$ cat src/rtl/mem_arb_pkg.sv
// Shared types for the memory-port arbiter: FSM states, port owner and
// the legal range of the memory read latency.
package mem_arb_pkg;

  typedef enum logic [1:0] {
    IDLE   = 2'd0,
    ACCESS = 2'd1,
    WAIT   = 2'd2,
    RESP   = 2'd3
  } arb_state_e;

  typedef enum logic {
    OWN_IF = 1'b0,
    OWN_D  = 1'b1
  } owner_e;

  localparam int unsigned READ_LAT_MIN = 1;
  localparam int unsigned READ_LAT_MAX = 3;

endpackage

$ cat src/rtl/mem_port_arbiter.sv
// Shares one synchronous memory port between instruction fetch and load/store,
// one access at a time, data-priority with a bounded anti-starvation streak.
module mem_port_arbiter
  import mem_arb_pkg::*;
#(
  parameter int unsigned ADDR_W     = 11,
  parameter int unsigned READ_LAT   = 1,
  parameter int unsigned MAX_STREAK = 4
) (
  input  logic              clk,
  input  logic              rst_n,
  input  logic              if_req_i,
  input  logic [ADDR_W-1:0] if_addr_i,
  input  logic              if_flush_i,
  output logic              if_gnt_o,
  output logic              if_valid_o,
  output logic [31:0]       if_rdata_o,
  input  logic              d_req_i,
  input  logic              d_we_i,
  input  logic [ADDR_W-1:0] d_addr_i,
  input  logic [31:0]       d_wdata_i,
  output logic              d_gnt_o,
  output logic              d_valid_o,
  output logic [31:0]       d_rdata_o,
  output logic [ADDR_W-1:0] mem_addr_o,
  output logic [31:0]       mem_wdata_o,
  output logic              mem_w_en_o,
  input  logic [31:0]       mem_rdata_i,
  output logic              busy_o
);

  localparam int STREAK_W = $clog2(MAX_STREAK + 1);
  localparam int WCNT_W   = 2;

  if (READ_LAT < READ_LAT_MIN || READ_LAT > READ_LAT_MAX) begin : g_bad_read_lat
    $error("mem_port_arbiter: READ_LAT out of range");
  end

  arb_state_e          state_q, state_d;
  owner_e              owner_q, owner_d;
  logic [STREAK_W-1:0] streak_q, streak_d;
  logic [WCNT_W-1:0]   wcnt_q, wcnt_d;
  logic                flushed_q, flushed_d;
  logic [ADDR_W-1:0]   mem_addr_q, mem_addr_d;
  logic [31:0]         mem_wdata_q, mem_wdata_d;
  logic                mem_w_en_q, mem_w_en_d;
  logic [31:0]         if_rdata_q, if_rdata_d;
  logic [31:0]         d_rdata_q, d_rdata_d;

  logic streak_full;
  logic pick_d;
  logic pick_if;

  // Data wins any contest unless fetch has already lost MAX_STREAK in a row.
  assign streak_full = (streak_q == STREAK_W'(MAX_STREAK));
  assign pick_d      = d_req_i && !(if_req_i && streak_full);
  assign pick_if     = if_req_i && !pick_d;

  assign if_gnt_o    = (state_q == IDLE) && pick_if;
  assign d_gnt_o     = (state_q == IDLE) && pick_d;
  assign busy_o      = (state_q != IDLE);
  assign if_valid_o  = (state_q == RESP) && (owner_q == OWN_IF) && !flushed_q;
  assign d_valid_o   = (state_q == RESP) && (owner_q == OWN_D);
  assign if_rdata_o  = if_rdata_q;
  assign d_rdata_o   = d_rdata_q;
  assign mem_addr_o  = mem_addr_q;
  assign mem_wdata_o = mem_wdata_q;
  assign mem_w_en_o  = mem_w_en_q;

  always_comb begin
    state_d     = state_q;
    owner_d     = owner_q;
    streak_d    = streak_q;
    wcnt_d      = wcnt_q;
    flushed_d   = flushed_q;
    mem_addr_d  = mem_addr_q;
    mem_wdata_d = mem_wdata_q;
    mem_w_en_d  = 1'b0;
    if_rdata_d  = if_rdata_q;
    d_rdata_d   = d_rdata_q;

    if (state_q != IDLE && owner_q == OWN_IF && if_flush_i) begin
      flushed_d = 1'b1;
    end

    case (state_q)
      IDLE: begin
        if (pick_d) begin
          owner_d     = OWN_D;
          mem_addr_d  = d_addr_i;
          mem_wdata_d = d_wdata_i;
          mem_w_en_d  = d_we_i;
          flushed_d   = 1'b0;
          if (!if_req_i) begin
            streak_d = '0;
          end else if (!streak_full) begin
            streak_d = streak_q + 1'b1;
          end
          state_d = ACCESS;
        end else if (pick_if) begin
          owner_d    = OWN_IF;
          mem_addr_d = if_addr_i;
          flushed_d  = if_flush_i;
          streak_d   = '0;
          state_d    = ACCESS;
        end
      end
      ACCESS: begin
        wcnt_d  = WCNT_W'(READ_LAT - 1);
        state_d = mem_w_en_q ? RESP : WAIT;
      end
      WAIT: begin
        if (wcnt_q != '0) begin
          wcnt_d = wcnt_q - 1'b1;
        end else if (owner_q == OWN_D) begin
          d_rdata_d = mem_rdata_i;
          state_d   = RESP;
        end else if (flushed_q || if_flush_i) begin
          // A flushed fetch has nothing to deliver, so it skips RESP.
          state_d = IDLE;
        end else begin
          if_rdata_d = mem_rdata_i;
          state_d    = RESP;
        end
      end
      default: begin
        state_d = IDLE;
      end
    endcase
  end

  always_ff @(posedge clk or negedge rst_n) begin
    if (!rst_n) begin
      state_q     <= IDLE;
      owner_q     <= OWN_IF;
      streak_q    <= '0;
      wcnt_q      <= '0;
      flushed_q   <= 1'b0;
      mem_addr_q  <= '0;
      mem_wdata_q <= '0;
      mem_w_en_q  <= 1'b0;
      if_rdata_q  <= '0;
      d_rdata_q   <= '0;
    end else begin
      state_q     <= state_d;
      owner_q     <= owner_d;
      streak_q    <= streak_d;
      wcnt_q      <= wcnt_d;
      flushed_q   <= flushed_d;
      mem_addr_q  <= mem_addr_d;
      mem_wdata_q <= mem_wdata_d;
      mem_w_en_q  <= mem_w_en_d;
      if_rdata_q  <= if_rdata_d;
      d_rdata_q   <= d_rdata_d;
    end
  end

endmodule

$ cat config.mk
export PLATFORM = sky130hd
export DESIGN_NAME = mem_port_arbiter
export DESIGN_NICKNAME = d
export VERILOG_FILES = /design/src/rtl/mem_arb_pkg.sv /design/src/rtl/mem_port_arbiter.sv
export SDC_FILE = /design/constraint.sdc
export NUM_CORES = 1
export LEC_CHECK = 0
export ABC_AREA = 1
export CAP_MARGIN = 25
export CORE_ASPECT_RATIO = 0.9
export CORE_UTILIZATION = 45
export CTS_BUF_LIST = sky130_fd_sc_hd__clkbuf_4
export CTS_CLUSTER_SIZE = 20
export DETAILED_ROUTE_END_ITERATION = 7
export PLACE_DENSITY = 0.95
export REMOVE_ABC_BUFFERS = 1
export SLEW_MARGIN = 20
export SYNTH_ARGS = -nofsm -noshare
export SYNTH_HDL_FRONTEND = slang
export SYNTH_SLANG_ARGS = --single-unit
$ cat constraint.sdc
create_clock -name clk -period 3.4 [get_ports clk]
set_clock_uncertainty 0.05 [all_clocks]
set_input_delay 0.51 -clock clk [delete_from_list [all_inputs] [get_ports clk]]
set_output_delay 0.51 -clock clk [all_outputs]
set_load 0.01 [all_outputs]
After elaboration in Yosys (flattened, before gate mapping)
Cells that the tools add are included.

Reduce and logical (&&, ||, !) cells: 26. Equality and inequality tests: 8. Add/subtract/negate cells: 2. Mux-type cells: 23. Bitwise operators: 3.

Operators by type and width (count): $mux W11 (2); $mux W2 (6); $mux W3 (4); $logic_and A1 B1 Y1 (10); $mux W1 (9); $reduce_and A2 Y1 (4); $reduce_bool A2 Y1 (4); $ne A3 B3 Y1 const B (2); $pmux W2 S3 (1); $reduce_and A3 Y1 (2); $eq A2 B2 Y1 const B (2); $ne A2 B2 Y1 const B (2); $pmux W2 S2 (1); $reduce_and A4 Y1 (1); $add A3 B1 Y3 const B (1); $eq A3 B3 Y1 const B (1); $logic_not A1 Y1 (3); $not A1 Y1 (3); $eq A2 B1 Y1 const B (1); $logic_not A2 Y1 (1); $sub A2 B1 Y2 const B (1); $logic_or A1 B1 Y1 (1).

Input port bits: 92. Output and inout port bits: 113. Register bits after elaboration: 117.

Depth between registers and ports, before layout
Gate-level depths: netlist of run 1.

Depth after elaboration: 9. Depth in mapped cells: 9. Mapped depth without buffers: 8.

Worst setup path before layout of run 1
OpenSTA, ideal clock, no wires.

Path type: register to output. From: register streak_q[0]. To: output d_gnt_o. Stages on the path, launching flop included: 7. Slack: 1.830 ns. Data arrival time: 1.010 ns. Path through: dfrtp_1 inv_1 ha_1 nand3_2 nand3_2 inv_2 buf_2.

Cells in the longest elaborated chain, start to end: 5.

Ends and longest elaborated chain: from (decl) (line mem_port_arbiter.sv:41) `logic [STREAK_W-1:0] streak_q, streak_d;`; from (signal assigned) (line mem_port_arbiter.sv:147) `streak_q <= streak_d;`; $eq A3 B3 Y1 (line mem_port_arbiter.sv:55) `assign streak_full = (streak_q == STREAK_W'(MAX_STREAK));`; $logic_and A1 B1 Y1 (line mem_port_arbiter.sv:56) `assign pick_d = d_req_i && !(if_req_i && streak_full);`; $logic_not A1 Y1 (line mem_port_arbiter.sv:56); $logic_and A1 B1 Y1 (line mem_port_arbiter.sv:56); $logic_and A1 B1 Y1 (line mem_port_arbiter.sv:60) `assign d_gnt_o = (state_q == IDLE) && pick_d;`; to (decl) (line mem_port_arbiter.sv:22) `output logic d_gnt_o,`.

No other way between the ends.

Final worst setup path of run 1
From: register state_q[0]. To: output d_gnt_o.

Cells in the longest elaborated chain, start to end: 2.

Ends and longest elaborated chain: from (decl) (line mem_port_arbiter.sv:39) `arb_state_e state_q, state_d;`; from (signal assigned) (line mem_port_arbiter.sv:145) `state_q <= state_d;`; $logic_not A2 Y1 (line mem_port_arbiter.sv:60); $logic_and A1 B1 Y1 (line mem_port_arbiter.sv:60).

No other way between the ends.

==> results of run 1 <==
## through the flow
| step | area, µm² | instances | setup WS (ps) | util (%) | hold WS (ps) |
|---|---|---|---|---|---|
| detailed placement | 6837 | 842 | 478.7 | 68.97 | 417.2 |
| CTS | 7143 | 874 | 393.5 | 72.07 | 1.108 |
| finish | 7171 | 875 | 448.5 | 72.34 | 6.865 |
| global route | 7171 | 875 | 257.8 | 72.34 | 30.42 |
| global placement | 6837 | 842 | 517.3 | 68.97 | 413.7 |
| floorplan | 4574 | 505 | 1173 | - | 164.4 |
## state kept, by name, indices dropped and copies added (netlist names)
signal	flops
mem_w_en_o	1
owner_q	1
wcnt_q	2
d_rdata_o	32
mem_wdata_o	32
if_rdata_o	32
mem_addr_o	11
state_q	2
flushed_q	1
streak_q	3
## cell usage after synthesis
library cell  instances  area, µm²
a21oi_1               1      5.000
buf_1                 1      3.750
buf_2                 9      45.04
buf_4                 5      37.54
clkbuf_1              9      33.78
dfrtp_1             117       2928
ha_1                  3      37.54
inv_1                48      180.2
inv_2                 2      7.510
nand2_1             235      882.1
nand3_1              13      65.06
nand3_2               3      30.03
nand4_4               1      21.27
nor2_1                6      22.52
nor2_2                1      6.260
nor2_4                1      11.26
nor3_1                1      5.000
o21ai_0               7      35.03
o21ai_1              62      310.3
o21ai_2               1      8.760
o22ai_1               3      18.77
## worst register-to-register path, delay by kind of cell (launching register included)
| family | cells | cell delay, ps |
|---|---|---|
| flip-flops | 1 | 400 |
| adder cells (fa/ha/maj) | 1 | 240 |
| AND/OR/NAND/NOR | 2 | 460 |
| AO/OA/AOI/OAI | 1 | 50 |
| buffers and inverters | 2 | 410 |
## path summary, 6_finish.rpt
check,startpoint,endpoint,depth (start not counted)
min in group clk,mem_wdata_o[23],mem_wdata_o[23],2
max in group asynchronous,rst_n,mem_wdata_o[25],2
setup / recovery,state_q[0],d_gnt_o,4
hold reg to reg,mem_wdata_o[23],mem_wdata_o[23],2
hold / removal,rst_n,d_rdata_o[9],1
setup reg to reg,wcnt_q[0],d_rdata_o[22],6
## cell families after synthesis
| kind of cell | Yosys count | synth area share, % |
|---|---|---|
| simple gates | 261 | 22.23 |
| flops | 117 | 62.37 |
| compound gates | 74 | 8.049 |
| buf+inv | 74 | 6.556 |
| fa+ha+maj | 3 | 0.7997 |
## per-layer routing
layer,up-vias,GRT usage [%],routed length [µm],share of wire (%)
met1,2019,27.87,5069,40
met3,29,7.341,808,6.3
li1,2061,-,-,-
met4,0,11.69,369,2.9
met5,-,0,0,0
met2,154,42.72,6493,51
## final cells by class
| type | instances | share of cell area (%) |
|---|---|---|
| inverters | 50 | 2.617 |
| clock buffers | 17 | 1.780 |
| multi-input cells | 338 | 20.35 |
| repair buffers | 212 | 29.73 |
| well taps | 126 | 2.199 |
| flip-flops and latches | 117 | 40.83 |
| clock inverters | 15 | 2.495 |
## power groups by stage
stage	Combinational, µW	Sequential [µW]	Clock (µW)
after floorplan	890	2670	0
after global placement	2770	2390	0
after detailed placement	2880	2420	0
after CTS	2890	2400	1090
after global routing	3140	2470	1150
final	2890	2400	1070
==> impl_metrics.json, run 1 <==
{
  "run_status": "complete, no violations",
  "drt_iter0_markers": 224,
  "clock_latency_ps": 500,
  "path_class": "reg -> out",
  "power.static_leakage_uw": 0.003550,
  "p_int_uw": 4061,
  "cp_max_fo": 33,
  "via_count": 4263,
  "grt_antenna_before_repair": 0,
  "critical_path_buf_inv_count": 2,
  "fin_nets": 831,
  "slew_headroom_pct": 47.27,
  "die_y_um": 98.90,
  "required_ps": 2840,
  "layout_common_cells": "nand2_1 (235), clkdlybuf4s50_1 (203), dfrtp_1 (117)",
  "gp_congestion": 0.8133,
  "die_x_um": 109.7,
  "p_per_area_nw_per_um2": 886.8,
  "post_drt_wl_per_cell_um": 14.56,
  "grt_start_max_net_pins": 65,
  "dp_hpwl_mm": 9.240,
  "io_pins": 205,
  "grt_pass1_wl_mm": 20.40,
  "num_rows": 34,
  "clk_pin_slew_ps": 110,
  "clkPwrFrac_pct": 16.8,
  "max_freq_mhz": 338.8,
  "postCtsSetupBuffers": 0,
  "viasPerCell": 4.872,
  "synth_warnings": 0,
  "ctsHoldBuffers": 0,
  "grt_use_total_pct": 24.76,
  "drv_cap": 0,
  "syn_inst": 529,
  "setup_viol": 0,
  "initial_utilization_pct": 47.36,
  "post-route-min-period_ps": 2952,
  "port_buffers": 204,
  "cp_data_arrival_time_ps": 2390,
  "syn_area_per_cell_um2": 8.874,
  "final_common_cell": "nand2_1",
  "fill_cells": 707,
  "postCtsResizedCells": 0,
  "area_delta_synth_final_pct": 52.75,
  "worstMarginPinSlew_ps": 791.0,
  "drc": 0,
  "endpoint_kind": "primary output",
  "coreArea_um2": 9912,
  "multi_input_area_um2": 1459,
  "hold_path.class": "in -> async",
  "cts_buffers": 17,
  "h-tree-depth": 4,
  "first_pass_iters": 5,
  "synth-seq-cells": 117,
  "p_sw_uw": 2298,
  "startpoint_type": "flip-flop",
  "finalHoldViolCount": 0,
  "grt_setup_unrepaired": "no",
  "seqPwrFrac_pct": 37.8,
  "syn_area_um2": 4695,
  "wl_mm": 12.74,
  "crit_slowest_cell": "clkdlybuf4s50_1",
  "crit_family": "buffers and inverters",
  "power_uw": 6359,
  "drv_slew": 0,
  "grt_pass1_vias": 4365,
  "p_comb_share_pct": 45.4,
  "root_buffer": "clkbuf_4",
  "finalCritPeriodShare_pct": 86.81,
  "seq_area_um2": 2928,
  "cts_tree": "done",
  "worstPathCellList": "nor2_2, nand3_2, inv_2, clkdlybuf4s50_1",
  "crit_path_max_incr_delay_ps": 640,
  "drive_gt1_share_pct": 6.542,
  "ant_nets": 0,
  "grt_overflow": 0,
  "ys_types": 21,
  "cts_buffer_depth": 2,
  "p_sw_share_pct": 36.13,
  "diodes": 0,
  "seq_area_frac_synth_pct": 62.37,
  "ir_worst_vdd_mv": 0.5381,
  "r2r_slack_ps": 1670,
  "cts.sinks": 117,
  "die_area_um2": 10850,
  "tns_ps": 0
}
No activity file was read; power rests on OpenSTA's default activity.
==> run 2, diff against run 1 <==
--- a/config.mk
+++ b/config.mk
@@ -10,7 +10,6 @@
 export CORE_ASPECT_RATIO = 0.9
 export CORE_UTILIZATION = 45
 export CTS_BUF_LIST = sky130_fd_sc_hd__clkbuf_4
-export CTS_CLUSTER_SIZE = 20
 export DETAILED_ROUTE_END_ITERATION = 7
 export PLACE_DENSITY = 0.95
 export REMOVE_ABC_BUFFERS = 1
==> results of run 2 <==
No change in the layout: final DEF, timing and power equal those of run 1.
==> run 3, diff against run 2 <==
--- a/config.mk
+++ b/config.mk
@@ -13,6 +13,7 @@
 export DETAILED_ROUTE_END_ITERATION = 7
 export PLACE_DENSITY = 0.95
 export REMOVE_ABC_BUFFERS = 1
+export SKIP_LAST_GASP = 1
 export SLEW_MARGIN = 20
 export SYNTH_ARGS = -nofsm -noshare
 export SYNTH_HDL_FRONTEND = slang
==> results of run 3 <==
No change in the layout: final DEF, timing and power equal those of run 1.
